**config.mk**
```make
export PLATFORM = sky130hd
export DESIGN_NAME = rle_dec
export DESIGN_NICKNAME = d
export VERILOG_FILES = /design/src/rtl/rle_dec_pkg.sv /design/src/rtl/rle_dec_zigzag_rom.sv /design/src/rtl/rle_dec.sv
export SDC_FILE = /design/constraint.sdc
export NUM_CORES = 1
export LEC_CHECK = 0
export ABC_AREA = 1
export BUFFER_PORTS_ARGS = -buffer_cell sky130_fd_sc_hd__buf_2
export CORE_ASPECT_RATIO = 0.75
export CORE_MARGIN = 5
export CORE_UTILIZATION = 35
export CTS_BUF_LIST = sky130_fd_sc_hd__clkbuf_4 sky130_fd_sc_hd__clkbuf_8
export CTS_CLUSTER_DIAMETER = 150
export CTS_CLUSTER_SIZE = 40
export DETAILED_ROUTE_END_ITERATION = 10
export MAX_ROUTING_LAYER = met4
export PLACE_DENSITY = 0.59
export SLEW_MARGIN = 15
export SYNTH_ARGS = -nofsm -noshare
export SYNTH_HDL_FRONTEND = slang
export SYNTH_SLANG_ARGS = --single-unit
```
**constraint.sdc**
```tcl
create_clock -name clk -period 1.9 [get_ports clk]
set_input_delay 0.19 -clock clk [delete_from_list [all_inputs] [get_ports clk]]
set_output_delay 0.19 -clock clk [all_outputs]
set_load 0.03 [all_outputs]
```
**src/rtl/rle_dec_pkg.sv**
```systemverilog
// Shared definitions for the run-length decoder and its zigzag address map.
package rle_dec_pkg;

  localparam int BLOCK_SIZE = 64;
  localparam int COEF_W     = 16;
  localparam int ADDR_W     = 6;
  localparam int POS_W      = 7;

  typedef enum logic [2:0] {
    IDLE,
    WAIT_DC,
    WAIT_TOK,
    RUN,
    WRITE,
    FILL
  } state_t;

endpackage

```
**src/rtl/rle_dec_zigzag_rom.sv**
```systemverilog
// Combinational zigzag scan map: scan position k -> raster address of an 8x8 block.
module zigzag_rom
  import rle_dec_pkg::*;
(
  input  logic [ADDR_W-1:0] k,
  output logic [ADDR_W-1:0] a
);

  always_comb begin
    a = '0;
    case (k)
      6'd0:  a = 6'd0;   6'd1:  a = 6'd1;   6'd2:  a = 6'd8;   6'd3:  a = 6'd16;
      6'd4:  a = 6'd9;   6'd5:  a = 6'd2;   6'd6:  a = 6'd3;   6'd7:  a = 6'd10;
      6'd8:  a = 6'd17;  6'd9:  a = 6'd24;  6'd10: a = 6'd32;  6'd11: a = 6'd25;
      6'd12: a = 6'd18;  6'd13: a = 6'd11;  6'd14: a = 6'd4;   6'd15: a = 6'd5;
      6'd16: a = 6'd12;  6'd17: a = 6'd19;  6'd18: a = 6'd26;  6'd19: a = 6'd33;
      6'd20: a = 6'd40;  6'd21: a = 6'd48;  6'd22: a = 6'd41;  6'd23: a = 6'd34;
      6'd24: a = 6'd27;  6'd25: a = 6'd20;  6'd26: a = 6'd13;  6'd27: a = 6'd6;
      6'd28: a = 6'd7;   6'd29: a = 6'd14;  6'd30: a = 6'd21;  6'd31: a = 6'd28;
      6'd32: a = 6'd35;  6'd33: a = 6'd42;  6'd34: a = 6'd49;  6'd35: a = 6'd56;
      6'd36: a = 6'd57;  6'd37: a = 6'd50;  6'd38: a = 6'd43;  6'd39: a = 6'd36;
      6'd40: a = 6'd29;  6'd41: a = 6'd22;  6'd42: a = 6'd15;  6'd43: a = 6'd23;
      6'd44: a = 6'd30;  6'd45: a = 6'd37;  6'd46: a = 6'd44;  6'd47: a = 6'd51;
      6'd48: a = 6'd58;  6'd49: a = 6'd59;  6'd50: a = 6'd52;  6'd51: a = 6'd45;
      6'd52: a = 6'd38;  6'd53: a = 6'd31;  6'd54: a = 6'd39;  6'd55: a = 6'd46;
      6'd56: a = 6'd53;  6'd57: a = 6'd60;  6'd58: a = 6'd61;  6'd59: a = 6'd54;
      6'd60: a = 6'd47;  6'd61: a = 6'd55;  6'd62: a = 6'd62;  6'd63: a = 6'd63;
      default: a = '0;
    endcase
  end

endmodule

```
**src/rtl/rle_dec.sv**
```systemverilog
// Run-length token decoder: expands (run, value) tokens of one 8x8 block into
// 64 coefficient RAM writes, one word per clock, in scan order.
module rle_dec
  import rle_dec_pkg::*;
#(
  parameter int W      = COEF_W,
  parameter int ZIGZAG = 1
) (
  input  logic              clk,
  input  logic              reset,
  input  logic              en,
  output logic              rdy,
  output logic              s_rdy,
  input  logic              s_en,
  input  logic [W-1:0]      s_val,
  input  logic [5:0]        s_len,
  input  logic              s_end,
  input  logic              s_dc,
  output logic [ADDR_W-1:0] addr,
  output logic [W-1:0]      d,
  output logic              wren,
  output logic              err
);

  state_t           state;
  logic [POS_W-1:0] pos;
  logic [5:0]       run;
  logic [W-1:0]     val;
  logic             ovf;

  // Position 64 is one past the block; any write aimed there is dropped.
  assign ovf   = (pos >= POS_W'(BLOCK_SIZE));
  assign rdy   = (state == IDLE);
  assign s_rdy = (state == WAIT_DC) || (state == WAIT_TOK);

  if (ZIGZAG != 0) begin : g_zz
    zigzag_rom u_zz (
      .k(pos[ADDR_W-1:0]),
      .a(addr)
    );
  end else begin : g_lin
    assign addr = pos[ADDR_W-1:0];
  end

  // The DC word is written in its transfer cycle; every other word is written
  // from RUN/WRITE/FILL using the registered position and latched value.
  always_comb begin
    wren = 1'b0;
    d    = '0;
    case (state)
      WAIT_DC: begin
        wren = s_en;
        d    = s_end ? '0 : s_val;
      end
      RUN, FILL: wren = !ovf;
      WRITE: begin
        wren = !ovf;
        d    = val;
      end
      default: ;
    endcase
  end

  always_ff @(posedge clk or posedge reset) begin
    if (reset) begin
      state <= IDLE;
      pos   <= '0;
      run   <= '0;
      val   <= '0;
      err   <= 1'b0;
    end else begin
      case (state)
        IDLE: begin
          if (en) begin
            pos   <= '0;
            err   <= 1'b0;
            state <= WAIT_DC;
          end
        end
        WAIT_DC: begin
          if (s_en) begin
            if (s_end || !s_dc) err <= 1'b1;
            pos   <= POS_W'(1);
            state <= s_end ? FILL : WAIT_TOK;
          end
        end
        WAIT_TOK: begin
          if (s_en) begin
            if (s_end) begin
              state <= ovf ? IDLE : FILL;
            end else begin
              val <= s_val;
              run <= s_len;
              if (s_dc) err <= 1'b1;
              state <= (s_len != 6'd0) ? RUN : WRITE;
            end
          end
        end
        RUN: begin
          if (ovf) begin
            err   <= 1'b1;
            run   <= '0;
            state <= WAIT_TOK;
          end else begin
            pos <= pos + POS_W'(1);
            run <= run - 6'd1;
            if (run == 6'd1) state <= WRITE;
          end
        end
        WRITE: begin
          if (ovf) err <= 1'b1;
          else     pos <= pos + POS_W'(1);
          state <= WAIT_TOK;
        end
        FILL: begin
          pos <= pos + POS_W'(1);
          if (pos == POS_W'(BLOCK_SIZE - 1)) state <= IDLE;
        end
        default: state <= IDLE;
      endcase
    end
  end

endmodule
```
==> reports/qor.yml <==
drt:
  routed-via-count: 3069
  drtAntennaViolNets: 0
  detail_route.wirelength_um: 8230
  vias_per_cell: 4.97
  drt_drc_violations_left: 0
  wl_per_cell_um: 13.3
  drtIter0Drc: 199
  drt_pass1_iterations: 5
worst_setup_path:
  crit_chain: "buf_6 -> ha_4 -> nand2_1 -> nand3_1 -> a31oi_2 -> nor2_4 -> buf_6"
  arrival_ps: 1740
  cp_data_required_time_ps: 1710
  end_kind: "output pin"
  slowest_stage: "dfrtp_1"
  worst-path-max-fanout: 8
  path_buf_inv: 2
  path_common_cell: "buf_6"
  critPathMaxStageDelay_ps: 410
  start_kind: "register"
  crit_type: "register to output pin"
  crit_family: "flip-flops"
clock_tree:
  holdBufCountCts: 0
  clock-root-buffer: "clkbuf_8"
  cts_buffers: 5
  cts_tree: "done"
  clk_pin_slew_ps: 70
  cts.sinks: 33
  clockBufferDepth: 2
  clock_latency_ps: 290
  h-tree-depth: 2
die:
  core-area_um2: 7880
  start_util_pct: 35.8
  fp-row-count: 28
  die_width_um: 114
  die_h_um: 87.8
  dieArea_um2: 9980
  ioPinCount: 54
global_route:
  grt_pass1_wl_um: 13500
  antenna_found_initial: 0
  grtUsageTotal_pct: 17.0
  grt_pass1_vias: 2877
  grt_overflow: 0
  grt_max_degree: 34
placed_design:
  dpl.hpwl_um: 6040
  gp_congestion: 0.950
  portBuffers: 53
  post-place-ws_ps: 104
pwr:
  clkPwrFrac_pct: 13.5
  total_power_w: 0.00479
  sw_frac_of_total_pct: 48.2
  cellLeakagePower_nw: 1.93
  power_frac_seq_pct: 24.9
  p_switching_w: 0.00231
  ir_worst_vdd_mv: 0.649
  p_per_area_nw_per_um2: 1280
  p_comb_share_pct: 61.6
  intPower_w: 0.00248
cells_and_area:
  final_core_util_pct: 47.3
  areaGrowthSynthToFinish_pct: 32.1
  drive_gt1_share_pct: 28.3
  fillerInstances: 808
  layout_commonest_cell: "nand2_1"
  layout_common_cells: "nand2_1 (104), o21ai_0 (46), nand3_1 (46)"
  n_antenna_cell: 0
  nets: 559
synth:
  syn_nets: 477
  yosysWarnings: 0
  syn_inst: 430
  syn_area_um2: 2820
  syn-mean-instance-area_um2: 6.56
  synth_seq_area_share_pct: 29.3
  ys_types: 33
  synth-seq-cells: 33
status:
  violations: "negative hold slack, negative setup slack"
  status: "finished, violations left"
timing:
  finalCriticalPeriod_ps: 1930
  timing.slew.headroom_pct: 70.4
  period_share_pct: 102
  grt_setup_unrepaired: "true"
  worst_pin_slew_ps: 445
  finalSetupViolations: 3
  drv_slew: 0
  hold_violations: 27
  fmax_mhz: 518
  fin_ws_ps: -31.1
  holdWs_ps: -19.4
  skew_ps: 9.67
hold_path:
  hp-class: "input port to asynchronous set/reset pin"
job:
  drv_cap: 0
==> path summary, 6_finish.rpt <==
path | depth (start not counted) | slack, ps | endpoint | from
worst max-delay path | 7 | -30 | addr[1] | pos[1]
worst min-delay path | 3 | -20 | val[3] | reset
worst max register to register | 9 | 180 | state[0] | pos[1]
worst min register to register | 2 | 490 | err | err
max in group asynchronous | 3 | 1560 | pos[3] | reset
min in group clk | 3 | 150 | val[9] | s_val[9]
==> worst register-to-register path: stages (launching register included) <==
cell and delay, ps:
dfrtp_1 390, buf_6 160, ha_4 150, nand2_1 120, nor2_1 180, nand2_1 90, o21ai_1 270, nand2_1 120
nand2_1 80, nand2_1 50
==> Yosys cell counts (all sizes together) <==
cell	n	share of area, %
xor2	2	0.62
clkinv	1	0.13
o22ai	3	0.67
o221ai	1	0.31
clkbuf	4	0.53
a22oi	4	1.1
a21oi	16	3.0
nor2	39	6.1
o21a	1	0.27
nand3	48	9.0
o31ai	1	0.27
nand2	113	15
o21ai	63	11
dfrtp	33	29
o21bai	1	0.27
buf	16	3.5
ha	19	8.4
nor3	1	0.18
o211ai	2	0.53
a31oi	2	0.44
or2	1	0.22
nand4	9	2.0
inv	50	6.7
==> power by group through the flow <==
stage | logic [W] | registers [W] | clock network (W)
floorplan | 0.00190 | 0.00116 | 0
global placement | 0.00258 | 0.00118 | 0
detailed placement | 0.00259 | 0.00118 | 0
CTS | 0.00276 | 0.00118 | 0.000661
global route | 0.00328 | 0.00123 | 0.000697
finish | 0.00295 | 0.00119 | 0.000648
==> through the flow <==
step	setup TNS [ps]	instances	instance area (um2)	hold WS, ps
5_1_grt	-665	617	3730	55.1
3_5_place_dp	0	598	3340	312
4_1_cts	-33.2	611	3610	2.29
2_1_floorplan	-120	430	2840	319
3_3_place_gp	0	598	3340	310
6_report	-57.4	617	3730	-19.4
==> cell type report <==
type / count / area, um2 / share of cell area, %
sequential: 33 / 828 / 22.2
tap: 105 / 131 / 3.52
inverter: 51 / 194 / 5.20
clock inverter: 2 / 35.0 / 0.940
multi-input combinational: 326 / 1830 / 49.0
clock buffer: 5 / 68.8 / 1.85
timing repair buffer: 95 / 643 / 17.3
==> cells by family (layout without fill, tap and decap cells) <==
group / after synthesis / after routing / share of synthesized area (%)
AOI/OAI and AO/OA: 94 / 94 / 18.0
DFF: 33 / 33 / 29.3
adders and majority gates: 19 / 19 / 8.43
buffers and inverters: 71 / 153 / 10.9
xor gates and xnor gates: 2 / 2 / 0.621
and+or+nand+nor: 211 / 211 / 32.9
==> per-layer routing <==
layer  part of all wire (%)  track usage, %  vias up
met2                     42            24.5      100
met5                      0               -        -
met4                   0.62            3.71        0
met1                     50            24.6     1390
met3                    6.8            3.31        6
li1                       -               -     1573
==> sequential cells by signal, summed over array words and instances, names as in the netlist <==
register and flops:
pos 7, state 3, err 1, val 16, run 6
==> timing repair <==
| action | 4_1_cts | 5_1_grt |
|---|---|---|
| gates resized for setup | 40 | 24 |
| setup endpoints to repair | 8 | 20 |
| pin swaps | 10 | 10 |
| setup buffers | 6 | 6 |
Note: power is estimated with default switching activity, not from simulation.
